--- config.mk ---
export PLATFORM = sky130hd
export DESIGN_NAME = psum_accumulator
export DESIGN_NICKNAME = d
export VERILOG_FILES = /design/src/rtl/psum_accumulator.sv
export SDC_FILE = /design/constraint.sdc
export NUM_CORES = 1
export LEC_CHECK = 0
export BUFFER_PORTS_ARGS = -buffer_cell sky130_fd_sc_hd__clkbuf_2
export CAP_MARGIN = 10
export CORE_ASPECT_RATIO = 1.25
export CORE_UTILIZATION = 55
export DETAILED_ROUTE_END_ITERATION = 16
export PLACE_DENSITY = 0.78
export SLEW_MARGIN = 40
export SYNTH_ARGS = -nofsm -noshare
export SYNTH_HDL_FRONTEND = slang
export SYNTH_SLANG_ARGS = --single-unit
--- constraint.sdc ---
create_clock -name clk -period 4.1 [get_ports clk]
set_input_delay 0.615 -clock clk [delete_from_list [all_inputs] [get_ports clk]]
set_output_delay 0.615 -clock clk [all_outputs]
set_load 0.05 [all_outputs]
--- src/rtl/psum_accumulator.sv ---
// Accumulates NUM_TERMS signed partial sums per kernel window, applies optional ReLU,
// saturates to OUT_W and hands the result downstream over a valid/ready handshake.
module psum_accumulator #(
    parameter int IN_W      = 17,
    parameter int ACC_W     = 24,
    parameter int OUT_W     = 8,
    parameter int NUM_TERMS = 9,
    parameter int RELU      = 1
) (
    input  logic             clk,
    input  logic             rst_n,
    input  logic             clr,
    input  logic             in_valid,
    output logic             in_ready,
    input  logic [IN_W-1:0]  in_data,
    output logic             out_valid,
    input  logic             out_ready,
    output logic [OUT_W-1:0] out_data,
    output logic             out_sat
);

    localparam int CNT_W = $clog2(NUM_TERMS + 1);
    localparam logic signed [ACC_W-1:0] SAT_MAX = ACC_W'((1 << (OUT_W - 1)) - 1);
    localparam logic signed [ACC_W-1:0] SAT_MIN = ~SAT_MAX;

    typedef enum logic {
        ACCUM = 1'b0,
        OUT   = 1'b1
    } state_t;

    state_t                   state, state_next;
    logic                     ready_en;
    logic signed [ACC_W-1:0]  acc;
    logic [CNT_W-1:0]         cnt;
    logic signed [ACC_W-1:0]  in_ext;
    logic signed [ACC_W-1:0]  final_sum;
    logic signed [ACC_W-1:0]  relu_val;
    logic [OUT_W-1:0]         sat_data;
    logic                     sat_flag;
    logic                     accept;
    logic                     last;

    assign in_ext    = ACC_W'($signed(in_data));
    assign final_sum = acc + in_ext;
    assign last      = (cnt == CNT_W'(NUM_TERMS - 1));

    // in_ready stays low while in reset and rises on the first edge after release.
    always_ff @(posedge clk or negedge rst_n) begin
        if (!rst_n) ready_en <= 1'b0;
        else        ready_en <= 1'b1;
    end

    // NOTE: every signal written here gets a default first so no latch is inferred.
    always_comb begin
        state_next = state;
        in_ready   = 1'b0;
        accept     = 1'b0;
        unique case (state)
            ACCUM: begin
                in_ready = ready_en;
                accept   = in_valid && ready_en && !clr;
                if (accept && last) state_next = OUT;
            end
            OUT: begin
                if (out_ready) state_next = ACCUM;
            end
            default: state_next = ACCUM;
        endcase
        if (clr) state_next = ACCUM;
    end

    always_comb begin
        relu_val = final_sum;
        if (RELU != 0 && final_sum < 0) relu_val = '0;
        sat_data = relu_val[OUT_W-1:0];
        sat_flag = 1'b0;
        if (relu_val > SAT_MAX) begin
            sat_data = SAT_MAX[OUT_W-1:0];
            sat_flag = 1'b1;
        end else if (relu_val < SAT_MIN) begin
            sat_data = SAT_MIN[OUT_W-1:0];
            sat_flag = 1'b1;
        end
    end

    // NOTE: non-blocking assignments for all registered state, so every flop samples pre-edge values.
    always_ff @(posedge clk or negedge rst_n) begin
        if (!rst_n) state <= ACCUM;
        else        state <= state_next;
    end

    always_ff @(posedge clk or negedge rst_n) begin
        if (!rst_n) begin
            acc       <= '0;
            cnt       <= '0;
            out_valid <= 1'b0;
            out_data  <= '0;
            out_sat   <= 1'b0;
        end else if (clr) begin
            acc       <= '0;
            cnt       <= '0;
            out_valid <= 1'b0;
            out_sat   <= 1'b0;
        end else begin
            if (accept) begin
                if (last) begin
                    out_data  <= sat_data;
                    out_sat   <= sat_flag;
                    out_valid <= 1'b1;
                    acc       <= '0;
                    cnt       <= '0;
                end else begin
                    acc <= final_sum;
                    cnt <= cnt + CNT_W'(1);
                end
            end
            if (state == OUT && out_ready) begin
                out_valid <= 1'b0;
                out_sat   <= 1'b0;
            end
        end
    end

endmodule

Word-level counts from Yosys, hierarchy flattened
Cells that the tools add are included.
{"block": "totals", "regBits": 40, "wordCells": 50}
{"block": "classes", "magnitude_cmp": 3, "reduce_logical": 10, "eq_ne": 1, "bitwise_logic": 2, "n_addsub": 2, "mux": 25}
{"operator": "two-way mux 24 bit", "count": 4}
{"operator": "adder 24 x 17 -> 24 bit", "count": 1}
{"operator": "> comparator 24 x 8 -> 1 bit (second input constant)", "count": 1}
{"operator": "less-than comparator 24 x 1 -> 1 bit (second input constant)", "count": 1}
{"operator": "less-than comparator 24 x 8 -> 1 bit (second input constant)", "count": 1}
{"operator": "two-way mux 8 bit", "count": 2}
{"operator": "two-way mux 1 bit", "count": 15}
{"operator": "two-way mux 4 bit", "count": 3}
{"operator": "nonzero test 3 bit", "count": 2}
{"operator": "adder 4 x 1 -> 4 bit (second input constant)", "count": 1}
{"operator": "equality test 4 bit (second input constant)", "count": 1}
{"operator": "logical AND 1 bit", "count": 4}
{"operator": "AND reduction 3 bit", "count": 1}
{"operator": "NOT 1 bit", "count": 2}
{"operator": "one-hot mux 1 bit (2 select lines)", "count": 1}
{"operator": "AND reduction 2 bit", "count": 1}
{"operator": "nonzero test 2 bit", "count": 1}
{"operator": "logical NOT 1 bit", "count": 1}

Logic depth before layout (Yosys ltp)
{"block": "depth", "depth_word": 10, "ltp_mapped": 11, "ltp_nobuf": 11}

Worst setup path after synthesis
No wires, ideal clock.
{"block": "synth_path", "kind": "input to register", "from": "input port in_data[0]", "to": "register out_data[2]", "slack_ns": 1.018, "arrival_time_ns": 2.926, "n_path_buf": 0, "cell_stages": 11, "path_cell_list": "ha_1 > fa_1 > a21oi_1 > o211ai_1 > a22oi_1 > nand2_1 > xor2_1 > nor4_2 > nand4b_1 > nor4_4 > a311oi_1"}
{"block": "synth_between", "elab_chain_cells": 6, "word_cells_on_any_way": 7, "classes_between": "1 x add/sub; 3 x order compare; 3 x mux"}
{"element": "from (decl)", "line": "15", "text": "input logic [IN_W-1:0] in_data,"}
{"element": "adder 24 x 17 -> 24 bit (*)", "line": "44", "text": "assign final_sum = acc + in_ext;"}
{"element": "less-than comparator 24 x 1 -> 1 bit", "line": "74", "text": "if (RELU != 0 && final_sum < 0) relu_val = '0;"}
{"element": "two-way mux 24 bit (*)", "line": "74"}
{"element": "less-than comparator 24 x 8 -> 1 bit", "line": "80", "text": "end else if (relu_val < SAT_MIN) begin"}
{"element": "two-way mux 8 bit", "line": "80"}
{"element": "two-way mux 8 bit (*)", "line": "77", "text": "if (relu_val > SAT_MAX) begin"}
{"element": "to (signal assigned)", "line": "107", "text": "out_data <= sat_data;"}
{"element": "to (decl)", "line": "18", "text": "output logic [OUT_W-1:0] out_data,"}
Mark *: on every way between the ends. The rest lies on a longest branch, timed or not.
A chain may end at the register's enable or synchronous reset.

Final worst setup path
Same ends and word-level chain as after synthesis.

==> impl_metrics.toml <==
[worst_hold_path]
min_path_type = "input port to async pin"

[pwr]
leakage_nw = 1.52
irDropWorstVdd_mv = 0.301
power_w = 0.00111
power_density_nw_per_um2 = 348

[worst_setup_path]
path_max_fanout = 8
crit_arrival_ns = 3.37
crit_required_ns = 4.25
cp-start-kind = "input port"
criticalPathCategory = "input port to register"
critPathCaptureType = "register"

[global_routing]
grt_pass1_wl_um = 11800
grt_pass1_vias = 2518
antenna_found_initial = 0
grt.overflow.total = 0
grt_max_degree = 41
track_usage_pct = 27.7

[layout]
syn2layout_area_growth_pct = 10.9
fillers = 445
seqCellArea_um2 = 1000
drive_above_1_share_pct = 16.3
multiInputGateArea_um2 = 1810
final_common_cell = "dfrtp_1"
finalNetCount = 390
final_area_um2 = 3190
fin_util_pct = 63.2
mostFrequentLayoutCells = "dfrtp_1 (40), nand2_1 (33), clkbuf_2 (31), nor2_1 (27), ha_1 (25)"
diodes = 0

[run_status]
status = "finished, final reports clean"

[floorplan]
core_area_um2 = 5040
rows = 29
die_h_um = 82.9
pin_count = 33
start_util_pct = 57.0
die_w_um = 66.7
dieArea_um2 = 5530

[cts]
insertion_delay_ns = 0.30
cts_setup_buffers = 0
ctsHtreeMaxLevel = 2
clock_sinks = 40
tritoncts = "built"
hold_buffers = 0
cts_buffers = 5
cts-root-buf = "clkbuf_8"
cts_resized = 0
clockBufferDepth = 2
clkTransAtPathRegs_ns = 0.09

[detailed_routing]
viasPerCell = 6.28
firstDrtPassIters = 4
route.detailed.drc = 0
drtIter0Drc = 142
wl_per_cell_um = 17.0
via_count = 2544
wirelength_um = 6880
ant_nets = 0

[synth]
avgSynthCellArea_um2 = 9.28
synthArstFlopShare_pct = 100
ys_dominant_reg_cell = "dfrtp_1"
ys_seq_area_share_pct = 34.8
ys_seq_elements = 40
synth_edf_count = 0
synth_fp_nets = 358
synthesis.area_um2 = 2880
synthCells = 310
synth_cell_types = 50
yosys_warnings = 0

[place]
globalplace.congestion = 0.926
portBuffers = 32
dpl.hpwl_um = 5170
post_dp_cell_area_um2 = 3070

[timing]
fin_skew_ns = 0.00659
rsz0062_at_grt = "no"
finalSetupViolCount = 0
fin_setup_tns_ns = 0
finalHoldViolCount = 0
finalCriticalPeriod_ns = 3.22
relSlewSlack_pct = 47.7
drv_slew = 0
worstMarginPinSlew_ns = 0.779
fmaxAchievable_ghz = 0.311
whs_ns = 0.320
period_share_pct = 78.5

[flow_run]
max_cap_viol_count = 0
## metrics by stage
step / setup WS (ns) / std cells
finish: 0.882 / 405
detailed placement: 0.599 / 397
global route: 0.568 / 405
floorplan: 1.02 / 310
global placement: 0.657 / 397
CTS: 0.886 / 405
## cells in the mapped netlist, types with 2 or more instances
master | instances | area share (%)
nand4b_1 | 2 | 0.61
nand4_1 | 7 | 1.5
xor2_1 | 8 | 2.4
nor4_2 | 2 | 0.87
o21a_1 | 6 | 1.6
nand2_1 | 33 | 4.3
a21o_1 | 12 | 3.1
a31oi_1 | 2 | 0.43
or3_1 | 3 | 0.65
clkbuf_1 | 5 | 0.65
o21ai_1 | 2 | 0.35
o211ai_1 | 4 | 1.0
nor3_1 | 7 | 1.2
dfrtp_1 | 40 | 35
ha_1 | 25 | 11
a22o_1 | 17 | 5.2
xnor2_1 | 14 | 4.3
a21oi_2 | 7 | 2.1
a211oi_1 | 8 | 2.1
o31ai_1 | 3 | 0.78
inv_1 | 3 | 0.39
nor2_1 | 27 | 3.5
buf_6 | 3 | 1.2
nand3_1 | 6 | 1.0
a22oi_1 | 2 | 0.52
and2_1 | 3 | 0.65
nor2b_1 | 2 | 0.43
a21oi_1 | 19 | 3.3
o21bai_1 | 3 | 0.78
o21ai_0 | 15 | 2.6
## final cells by class
type,instances,share of cell area (%)
clock inverters,3,1.45
inverters,3,0.353
flip-flops and latches,40,31.4
multi-input cells,258,56.6
repair buffers,34,5.57
clock buffers,5,2.16
well taps,62,2.43
## power breakdown
part / internal (W) / total [W] / switching [W]
registers: 0.000417 / 0.000432 / 0.0000153
clock network: 0.000184 / 0.000341 / 0.000158
logic: 0.000128 / 0.000335 / 0.000207
total: 0.000728 / 0.00111 / 0.000380
## critical path: stages
cell and delay, ns:
clkbuf_2 0.08, ha_1 0.21, fa_1 0.44, a21oi_1 0.20
o211ai_1 0.15, a22oi_1 0.26, a21oi_1 0.14, o21ai_0 0.22
xor2_1 0.19, nand4_1 0.17, nor4_4 0.53, a311oi_1 0.16
## logic make-up (layout without fill, tap and decap cells)
logic type	Yosys count	count (layout)	share of synthesized area [%]
other	1	1	0.130
buffers and inverters	12	45	2.39
flip-flops	40	40	34.8
AND/OR/NAND/NOR	96	96	16.2
adder cells (fa/ha/maj)	26	26	11.6
XOR/XNOR	22	22	6.70
AO/OA/AOI/OAI	113	113	28.2
## metal layers
layer	global-route usage, %	part of all wire, %	wire, um
met5	0	0	0
met1	36.4	42	2910
met3	3.98	2.7	185
met4	6.58	1.0	70
met2	47.0	54	3710
## final timing paths
kind,endpoint,slack (ns),startpoint,depth (start not counted)
max reg2reg,out_data[2]$_DFFE_PN0P_,0.89,acc[0]$_DFFE_PN0N_,11
max,out_data[2]$_DFFE_PN0P_,0.88,in_data[0],12
min in group clk,out_data[7]$_DFFE_PN0P_,0.49,out_data[7]$_DFFE_PN0P_,1
min reg2reg,out_data[7]$_DFFE_PN0P_,0.49,out_data[7]$_DFFE_PN0P_,1
max in group asynchronous,out_data[4]$_DFFE_PN0P_,3.41,rst_n,1
min,acc[21]$_DFFE_PN0N_,0.32,rst_n,1
## registers in the layout (all words and copies together) (netlist names)
| register | count |
|---|---|
| out_sat | 1 |
| out_data | 8 |
| state | 1 |
| cnt | 4 |
| acc | 24 |
| out_valid | 1 |
| ready_en | 1 |
Power figures use the tool's default switching activity.
